### src/rtl/decode_pipe.sv
// RV32I ID stage plus ID/EX register: one instruction per cycle under valid/ready,
// load-use stall, jump/branch redirect that squashes the wrong-path instruction.
module decode_pipe #(
    parameter int unsigned ADDRESS_BITS = 16,
    parameter int unsigned CNT_BITS     = 16
) (
    input  logic                    clock,
    input  logic                    reset,
    input  logic                    in_valid,
    output logic                    in_ready,
    input  logic [ADDRESS_BITS-1:0] PC,
    input  logic [31:0]             instruction,
    input  logic [ADDRESS_BITS-1:0] JALR_target,
    input  logic                    branch,
    output logic                    out_valid,
    input  logic                    out_ready,
    output logic [ADDRESS_BITS-1:0] ex_PC,
    output logic [4:0]              read_sel1,
    output logic [4:0]              read_sel2,
    output logic [4:0]              write_sel,
    output logic                    wEn,
    output logic                    mem_wEn,
    output logic                    mem_rEn,
    output logic                    wb_sel,
    output logic                    branch_op,
    output logic                    op_B_sel,
    output logic [1:0]              op_A_sel,
    output logic [5:0]              ALU_Control,
    output logic [31:0]             imm32,
    output logic                    next_PC_select,
    output logic [ADDRESS_BITS-1:0] target_PC,
    output logic [CNT_BITS-1:0]     stall_count,
    output logic [CNT_BITS-1:0]     flush_count
);
    localparam logic [6:0] OP_R      = 7'b0110011;
    localparam logic [6:0] OP_IMM    = 7'b0010011;
    localparam logic [6:0] OP_LOAD   = 7'b0000011;
    localparam logic [6:0] OP_STORE  = 7'b0100011;
    localparam logic [6:0] OP_BRANCH = 7'b1100011;
    localparam logic [6:0] OP_JAL    = 7'b1101111;
    localparam logic [6:0] OP_JALR   = 7'b1100111;
    localparam logic [6:0] OP_LUI    = 7'b0110111;
    localparam logic [6:0] OP_AUIPC  = 7'b0010111;

    localparam logic [CNT_BITS-1:0] CNT_MAX = '1;

    typedef struct packed {
        logic                    valid;
        logic [ADDRESS_BITS-1:0] pc;
        logic [4:0]              rs1;
        logic [4:0]              rs2;
        logic [4:0]              rd;
        logic                    wen;
        logic                    mem_wen;
        logic                    mem_ren;
        logic                    wb_sel;
        logic                    branch_op;
        logic                    op_b_sel;
        logic [1:0]              op_a_sel;
        logic [5:0]              alu;
        logic [31:0]             imm;
        logic                    jal;
        logic                    jalr;
    } idex_t;

    idex_t                idex_q, idex_d, dec;
    logic [CNT_BITS-1:0]  stall_q, stall_d, flush_q, flush_d;
    logic                 uses_rs1, uses_rs2;
    logic                 advance, redirect, hazard;

    logic [6:0]  opcode;
    logic [2:0]  funct3;
    logic [31:0] imm_i, imm_s, imm_b, imm_j, imm_u;

    assign opcode = instruction[6:0];
    assign funct3 = instruction[14:12];
    assign imm_i  = {{20{instruction[31]}}, instruction[31:20]};
    assign imm_s  = {{20{instruction[31]}}, instruction[31:25], instruction[11:7]};
    assign imm_b  = {{19{instruction[31]}}, instruction[31], instruction[7],
                     instruction[30:25], instruction[11:8], 1'b0};
    assign imm_j  = {{11{instruction[31]}}, instruction[31], instruction[19:12],
                     instruction[20], instruction[30:21], 1'b0};
    assign imm_u  = {instruction[31:12], 12'b0};

    // Opcode decode of the incoming instruction; unknown opcodes become a NOP.
    always_comb begin
        dec          = '0;
        dec.pc       = PC;
        dec.rs1      = instruction[19:15];
        dec.rs2      = instruction[24:20];
        dec.rd       = instruction[11:7];
        uses_rs1     = 1'b0;
        uses_rs2     = 1'b0;
        case (opcode)
            OP_R: begin
                dec.wen  = 1'b1;
                dec.alu  = {instruction[30], 2'b00, funct3};
                uses_rs1 = 1'b1;
                uses_rs2 = 1'b1;
            end
            OP_IMM: begin
                dec.wen      = 1'b1;
                dec.op_b_sel = 1'b1;
                dec.alu      = {(funct3 == 3'b101) ? instruction[30] : 1'b0, 2'b00, funct3};
                dec.imm      = imm_i;
                uses_rs1     = 1'b1;
            end
            OP_LOAD: begin
                dec.wen      = 1'b1;
                dec.mem_ren  = 1'b1;
                dec.wb_sel   = 1'b1;
                dec.op_b_sel = 1'b1;
                dec.imm      = imm_i;
                uses_rs1     = 1'b1;
            end
            OP_STORE: begin
                dec.mem_wen  = 1'b1;
                dec.op_b_sel = 1'b1;
                dec.imm      = imm_s;
                uses_rs1     = 1'b1;
                uses_rs2     = 1'b1;
            end
            OP_BRANCH: begin
                dec.branch_op = 1'b1;
                dec.alu       = {3'b010, funct3};
                dec.imm       = imm_b;
                uses_rs1      = 1'b1;
                uses_rs2      = 1'b1;
            end
            OP_JAL: begin
                dec.wen      = 1'b1;
                dec.op_a_sel = 2'b10;
                dec.alu      = 6'b011111;
                dec.imm      = imm_j;
                dec.jal      = 1'b1;
            end
            OP_JALR: begin
                dec.wen      = 1'b1;
                dec.op_a_sel = 2'b10;
                dec.alu      = 6'b011111;
                dec.imm      = imm_i;
                dec.jalr     = 1'b1;
                uses_rs1     = 1'b1;
            end
            OP_LUI: begin
                dec.wen      = 1'b1;
                dec.op_a_sel = 2'b11;
                dec.op_b_sel = 1'b1;
                dec.imm      = imm_u;
            end
            OP_AUIPC: begin
                dec.wen      = 1'b1;
                dec.op_a_sel = 2'b01;
                dec.op_b_sel = 1'b1;
                dec.imm      = imm_u;
            end
            default: ;
        endcase
    end

    assign advance  = out_ready | ~idex_q.valid;
    assign redirect = idex_q.valid & (idex_q.jal | idex_q.jalr | (idex_q.branch_op & branch));
    assign hazard   = idex_q.valid & idex_q.mem_ren & (idex_q.rd != 5'd0) & in_valid &
                      ((uses_rs1 & (dec.rs1 == idex_q.rd)) | (uses_rs2 & (dec.rs2 == idex_q.rd)));
    assign in_ready = advance & (~hazard | redirect);

    // A redirect wins over a stall: the pending instruction is on the wrong path anyway.
    always_comb begin
        idex_d  = idex_q;
        stall_d = stall_q;
        flush_d = flush_q;
        if (advance) begin
            if (redirect) begin
                idex_d = '0;
                if (flush_q != CNT_MAX) flush_d = flush_q + CNT_BITS'(1);
            end else if (hazard) begin
                idex_d = '0;
                if (stall_q != CNT_MAX) stall_d = stall_q + CNT_BITS'(1);
            end else begin
                idex_d       = dec;
                idex_d.valid = in_valid;
            end
        end
    end

    always_ff @(posedge clock) begin
        if (!reset) begin
            idex_q  <= '0;
            stall_q <= '0;
            flush_q <= '0;
        end else begin
            idex_q  <= idex_d;
            stall_q <= stall_d;
            flush_q <= flush_d;
        end
    end

    assign out_valid      = idex_q.valid;
    assign ex_PC          = idex_q.pc;
    assign read_sel1      = idex_q.rs1;
    assign read_sel2      = idex_q.rs2;
    assign write_sel      = idex_q.rd;
    assign wEn            = idex_q.wen;
    assign mem_wEn        = idex_q.mem_wen;
    assign mem_rEn        = idex_q.mem_ren;
    assign wb_sel         = idex_q.wb_sel;
    assign branch_op      = idex_q.branch_op;
    assign op_B_sel       = idex_q.op_b_sel;
    assign op_A_sel       = idex_q.op_a_sel;
    assign ALU_Control    = idex_q.alu;
    assign imm32          = idex_q.imm;
    assign next_PC_select = redirect;
    assign target_PC      = idex_q.jalr ? (JALR_target & ~ADDRESS_BITS'(1))
                                        : (idex_q.pc + idex_q.imm[ADDRESS_BITS-1:0]);
    assign stall_count    = stall_q;
    assign flush_count    = flush_q;

endmodule

### config.mk
export PLATFORM = sky130hd
export DESIGN_NAME = decode_pipe
export DESIGN_NICKNAME = d
export VERILOG_FILES = /design/src/rtl/decode_pipe.sv
export SDC_FILE = /design/constraint.sdc
export NUM_CORES = 1
export LEC_CHECK = 0
export ABC_AREA = 1
export ABC_CLOCK_PERIOD_IN_PS = 2000
export BUFFER_PORTS_ARGS = -buffer_cell sky130_fd_sc_hd__buf_2
export CAP_MARGIN = 20
export CORE_MARGIN = 2
export CORE_UTILIZATION = 40
export CTS_CLUSTER_SIZE = 14
export DETAILED_ROUTE_END_ITERATION = 7
export PLACE_DENSITY = 0.72
export SYNTH_ARGS = -nofsm -noshare
export SYNTH_HDL_FRONTEND = slang
export SYNTH_SLANG_ARGS = --single-unit
### constraint.sdc
create_clock -name clock -period 2 [get_ports clock]
set_input_delay 0.2 -clock clock [delete_from_list [all_inputs] [get_ports clock]]
set_output_delay 0.2 -clock clock [all_outputs]
set_load 0.05 [all_outputs]
# After elaboration in Yosys (flattened, before gate mapping)
# Cells that the tools add are included.
[totals]
input_bits = 69
out_inout_bits = 128
word_cells = 78
reg_bits = 112
[op_classes]
addsub = 3
mux = 16
n_eq_ne = 14
reduce_logical = 10
n_bitwise = 17
[op_table]
columns = ["cell", "count"]
rows = [
  ["$mux W80", 2],
  ["$pmux W32 S5", 1],
  ["$add A16 B1 Y16 const B", 2],
  ["$ne A16 B16 Y1 const B", 2],
  ["$pmux W6 S4", 1],
  ["$eq A7 B6 Y1 const B", 3],
  ["$eq A7 B7 Y1 const B", 3],
  ["$add A16 B16 Y16", 1],
  ["$mux W16", 1],
  ["$eq A7 B5 Y1 const B", 2],
  ["$eq A5 B5 Y1", 2],
  ["$and A1 B1 Y1", 9],
  ["$mux W1", 9],
  ["$eq A7 B2 Y1 const B", 1],
  ["$reduce_or A7 Y1", 1],
  ["$pmux W2 S3", 1],
  ["$reduce_or A3 Y1", 2],
  ["$reduce_or A6 Y1", 1],
  ["$or A1 B1 Y1", 5],
  ["$reduce_bool A5 Y1", 1],
  ["$reduce_or A5 Y1", 1],
  ["$reduce_and A4 Y1", 1],
  ["$reduce_or A2 Y1", 2],
  ["$eq A3 B3 Y1 const B", 1],
  ["other kinds (3)", 5],
]

# Depth between registers and ports, before layout
[logic_depth]
ltp_word = 9
ltp_mapped = 13
depth_no_buf = 13

# Worst setup path after synthesis
# Ideal clock, no wire load.
[synth_timing]
kind = "register -> output"
from = "register idex_q, in the netlist ex_PC[0]"
to = "output target_PC[14]"
stages_incl_launch_ff = 13
required_ns = 1.800
path_slack_ns = -0.742
arrival_time_ns = 2.542
path_buffers = 0
path_cell_list = "dfxtp_1 -> ha_1 -> inv_1 -> fa_1 -> inv_1 -> nand3_1 -> nand2_1 -> a21boi_0 -> inv_1 -> nand2_1 -> nand2_1 -> xor2_1 -> o21ai_0"
[synth_via]
elab_chain_cells = 2
[synth_lines]
columns = ["item", "line", "rtl"]
rows = [
  ["start: declaration", "66", "idex_t idex_q, idex_d, dec;"],
  ["start signal: assignment", "192", "idex_q <= idex_d;"],
  ["$add A16 B16 Y16", "214", ": (idex_q.pc + idex_q.imm[ADDRESS_BITS-1:0]);"],
  ["$mux W16", "213", "assign target_PC = idex_q.jalr ? (JALR_target & ~ADDRESS_BITS'(1))"],
  ["end: declaration", "31", "output logic [ADDRESS_BITS-1:0] target_PC,"],
]
# Every way passes these cells.

# Worst setup path after layout
[layout_timing]
from = "register idex_q, in the netlist imm32[0]"
to = "output target_PC[14]"
# The elaborated chain is that of the path after synthesis.

==> impl_metrics.xml <==
<?xml version="1.0" encoding="UTF-8"?>
<metrics>
  <group name="outcome">
    <metric name="run_status" unit="">finished with violations</metric>
    <metric name="violated_checks" unit="">negative setup slack</metric>
  </group>
  <group name="power">
    <metric name="switching_share" unit="">0.307</metric>
    <metric name="total_power" unit="mW">4.95</metric>
    <metric name="power.switching" unit="mW">1.52</metric>
    <metric name="comb_power_share" unit="">0.173</metric>
    <metric name="power.sequential.fraction" unit="">0.465</metric>
    <metric name="power_frac_clock" unit="">0.362</metric>
    <metric name="worst_ir_drop_vdd" unit="V">0.000449</metric>
    <metric name="p_int" unit="mW">3.43</metric>
    <metric name="power.leakage" unit="nW">4.02</metric>
    <metric name="power_density" unit="mW/mm^2">563</metric>
  </group>
  <group name="sta">
    <metric name="final.setup_skew" unit="ns">0.0120</metric>
    <metric name="max-slew-margin-rel" unit="">0.410</metric>
    <metric name="period_needed" unit="ns">2.40</metric>
    <metric name="final_hold_viol_count" unit="">0</metric>
    <metric name="timing.final.ws_setup" unit="ns">-0.401</metric>
    <metric name="hold_ws" unit="ns">0.102</metric>
    <metric name="grt_setup_unrepaired" unit="">true</metric>
    <metric name="fin_setup_tns" unit="ns">-3.15</metric>
    <metric name="period_share" unit="">1.20</metric>
    <metric name="worst_pin_slew" unit="ns">0.884</metric>
    <metric name="report.final.setup_viol" unit="">12</metric>
    <metric name="max_clock_freq" unit="MHz">416</metric>
    <metric name="final-max-slew-violation-count" unit="">0</metric>
  </group>
  <group name="logic_synthesis">
    <metric name="number_of_warnings_reported_in_the_yosys_synthesis_log" unit="">0</metric>
    <metric name="synth_area_leader_cell" unit="">sky130_fd_sc_hd__dfxtp_1</metric>
    <metric name="postSynthNetCount" unit="">1125</metric>
    <metric name="synth_enable_flop_cells" unit="">0</metric>
    <metric name="netlist_area" unit="sq mm">0.00712</metric>
    <metric name="synth_sequential_area_ratio" unit="">0.312</metric>
    <metric name="post_synth_inst_count" unit="">1038</metric>
    <metric name="synth_top_cells_by_area" unit="">sky130_fd_sc_hd__dfxtp_1 (31%), sky130_fd_sc_hd__nand2_1 (15%), sky130_fd_sc_hd__a21oi_1 (8.6%)</metric>
    <metric name="synth_cell_types" unit="">42</metric>
    <metric name="dominantRegCellSynth" unit="">sky130_fd_sc_hd__dfxtp_1</metric>
    <metric name="yosys_register_bits" unit="">111</metric>
    <metric name="synth.avg_cell_area" unit="sq um">6.86</metric>
    <metric name="yosys.area.top_type_share" unit="">0.312</metric>
    <metric name="synth_async_sr_flop_share" unit="">0</metric>
  </group>
  <group name="clock_network">
    <metric name="tritoncts.num_buffers" unit="">9</metric>
    <metric name="clk_root_buffer_cell" unit="">sky130_fd_sc_hd__clkbuf_16</metric>
    <metric name="tritoncts_num_sinks" unit="">111</metric>
    <metric name="cts_buffer_depth" unit="">2</metric>
    <metric name="holdBufCountCts" unit="">0</metric>
    <metric name="worst_setup_hold_path_clk_slew" unit="ns">0.08</metric>
    <metric name="cts_max_level" unit="">3</metric>
    <metric name="clkLatencyLatePin" unit="ns">0.35</metric>
    <metric name="cts_tree" unit="">yes</metric>
  </group>
  <group name="final_layout">
    <metric name="post-route-util" unit="">0.507</metric>
    <metric name="area_delta_synth_final" unit="%">23.5</metric>
    <metric name="finalNonFillerCells" unit="">1421</metric>
    <metric name="drive_gt1_frac" unit="">0.328</metric>
    <metric name="design_area" unit="sq mm">0.00879</metric>
    <metric name="highest_count_cells_in_the_layout_ignoring_fill_and_taps" unit="">sky130_fd_sc_hd__nand2_1 (265), sky130_fd_sc_hd__buf_2 (180), sky130_fd_sc_hd__a21oi_1 (115)</metric>
    <metric name="layout.cells.most_common" unit="">sky130_fd_sc_hd__nand2_1</metric>
    <metric name="layout.filler_cells" unit="">1756</metric>
    <metric name="final_net_count" unit="">1276</metric>
  </group>
  <group name="grt">
    <metric name="global_route.usage.met3" unit="">0.0357</metric>
    <metric name="most_used_routing_layer" unit="">met2</metric>
    <metric name="globalRouteTotalUtil" unit="">0.225</metric>
    <metric name="initial_antenna_violation_count" unit="">1</metric>
    <metric name="groute.layer.met1.usage" unit="">0.305</metric>
    <metric name="grt_start_max_net_pins" unit="">79</metric>
    <metric name="grt_pass1_vias" unit="">6515</metric>
    <metric name="grt_first_pass_wirelength" unit="mm">33.3</metric>
    <metric name="met2_usage" unit="">0.358</metric>
    <metric name="grt-ovfl-total" unit="">0</metric>
  </group>
  <group name="worst_setup_path">
    <metric name="critPathKind" unit="">flop to output pin</metric>
    <metric name="worst-endpoint-arrival" unit="ns">2.20</metric>
    <metric name="worst-path-max-fanout" unit="">2</metric>
    <metric name="critPathRequiredTime" unit="ns">1.80</metric>
    <metric name="critPathCaptureType" unit="">output pin</metric>
    <metric name="cp-start-kind" unit="">flop</metric>
  </group>
  <group name="drt">
    <metric name="wl_per_cell" unit="microns">15.3</metric>
    <metric name="drt-vias-per-instance" unit="">5.15</metric>
    <metric name="drc_errors" unit="">0</metric>
    <metric name="finalWirelength" unit="mm">21.8</metric>
    <metric name="drt_pre_antenna_iters" unit="">5</metric>
    <metric name="drtAntennaViolNets" unit="">0</metric>
    <metric name="via_count" unit="">7316</metric>
    <metric name="drt_iter0_drc" unit="">428</metric>
  </group>
  <group name="place">
    <metric name="portBuffers" unit="">195</metric>
    <metric name="globalplace.congestion" unit="">0.967</metric>
    <metric name="placedInstanceArea" unit="sq mm">0.00806</metric>
    <metric name="placed_cells" unit="">1391</metric>
    <metric name="dp_worst_setup_slack" unit="ns">-0.200</metric>
    <metric name="half_perimeter_wire_length_after_detailed_placement" unit="mm">16.2</metric>
  </group>
  <group name="floorplanning">
    <metric name="boundaryPins" unit="">197</metric>
    <metric name="initial_core_utilization" unit="">0.410</metric>
    <metric name="core_area" unit="sq mm">0.0174</metric>
    <metric name="die_w" unit="microns">137</metric>
    <metric name="die_h" unit="microns">137</metric>
    <metric name="die_area" unit="sq mm">0.0189</metric>
    <metric name="num_rows" unit="">48</metric>
  </group>
  <group name="flow_run">
    <metric name="max_cap_viol_count" unit="">0</metric>
  </group>
  <group name="worst_hold_path">
    <metric name="timing.hold.worst.class" unit="">primary input to flop</metric>
  </group>
</metrics>
power groups by stage:
stage               Clock, mW  Combinational, mW  Sequential [mW]
finish                   1.79              0.854             2.30
detailed placement          0              0.790             2.35
CTS                      1.84              0.845             2.30
global route             1.92              0.915             2.31
global placement            0              0.784             2.34
floorplan                   0              0.588             2.34
metal layers:
metal / up-vias / part of all wire / wire (microns)
li1: 3663 / - / -
met1: 3326 / 0.45 / 9720
met2: 290 / 0.45 / 9890
met3: 37 / 0.075 / 1640
met4: 0 / 0.025 / 539
met5: - / 0 / 0
logic make-up (layout without fill, tap and decap cells):
| logic type | after synthesis | in the layout | synth area share |
|---|---|---|---|
| buffers and inverters | 197 | 352 | 0.155 |
| AO/OA/AOI/OAI | 161 | 161 | 0.121 |
| other | 0 | 2 | 0 |
| flip-flops | 111 | 111 | 0.312 |
| AND/OR/NAND/NOR | 524 | 525 | 0.346 |
| XOR/XNOR | 27 | 27 | 0.0332 |
| adder cells (fa/ha/maj) | 18 | 18 | 0.0327 |
flip-flops by register name (all words and copies together) (netlist names):
register     flops
ALU_Control      6
flush_count     16
stall_count     16
read_sel1        5
mem_wEn          1
mem_rEn          1
out_valid        1
imm32           32
write_sel        5
branch_op        1
idex_q           2
read_sel2        5
wEn              1
op_B_sel         1
ex_PC           16
op_A_sel         2
worst paths after layout:
path	startpoint	endpoint	slack, ns	cells past startpoint
max	imm32[0]$_SDFFE_PN0N_	target_PC[14]	-0.40	13
min	PC[0]	ex_PC[0]$_SDFFE_PN0N_	0.10	3
max reg2reg	flush_count[1]$_SDFFE_PN0P_	flush_count[5]$_SDFFE_PN0P_	0.17	9
min reg2reg	imm32[18]$_SDFFE_PN0N_	imm32[18]$_SDFFE_PN0N_	0.46	2
cell usage after synthesis, drive strengths merged, types with 2 or more instances:
library cell	count
a21o	2
a21oi	132
buf	95
clkbuf	22
dfxtp	111
ha	17
inv	79
nand2	285
nand3	109
nand3b	6
nand4	41
nor2	65
nor3	14
o21ai	21
o31ai	2
or2	3
xnor2	10
xor2	17
critical path, stage by stage, from the launching register on:
cell	delay, ns
sky130_fd_sc_hd__dfxtp_2	0.36
sky130_fd_sc_hd__ha_4	0.14
sky130_fd_sc_hd__inv_2	0.04
sky130_fd_sc_hd__fa_2	0.34
sky130_fd_sc_hd__inv_2	0.07
sky130_fd_sc_hd__nand3_2	0.06
sky130_fd_sc_hd__nand2_2	0.08
sky130_fd_sc_hd__a21boi_2	0.07
sky130_fd_sc_hd__inv_1	0.07
sky130_fd_sc_hd__nand2_1	0.06
sky130_fd_sc_hd__nand2_1	0.09
sky130_fd_sc_hd__xor2_1	0.22
sky130_fd_sc_hd__o21ai_2	0.10
sky130_fd_sc_hd__buf_6	0.15
layout make-up:
class	instances	area, sq um	share of cell area
inverter	80	322	0.0366
sequential	111	2240	0.255
timing repair inverter	1	7.51	0.000854
tap	225	282	0.0320
timing repair buffer	255	1580	0.179
clock buffer	10	239	0.0272
clock inverter	6	56.3	0.00640
antenna	2	5.00	0.000569
multi-input combinational	731	4070	0.462
what timing repair did:
action | CTS | global route
gates resized for setup | 72 | 21
pin swaps | 22 | 17
endpoints found under the hold margin | 0 | 0
endpoints found under the setup margin | 15 | 58
buffers inserted | 8 | 3
gates cloned | 0 | 2
Power figures use the tool's default switching activity.
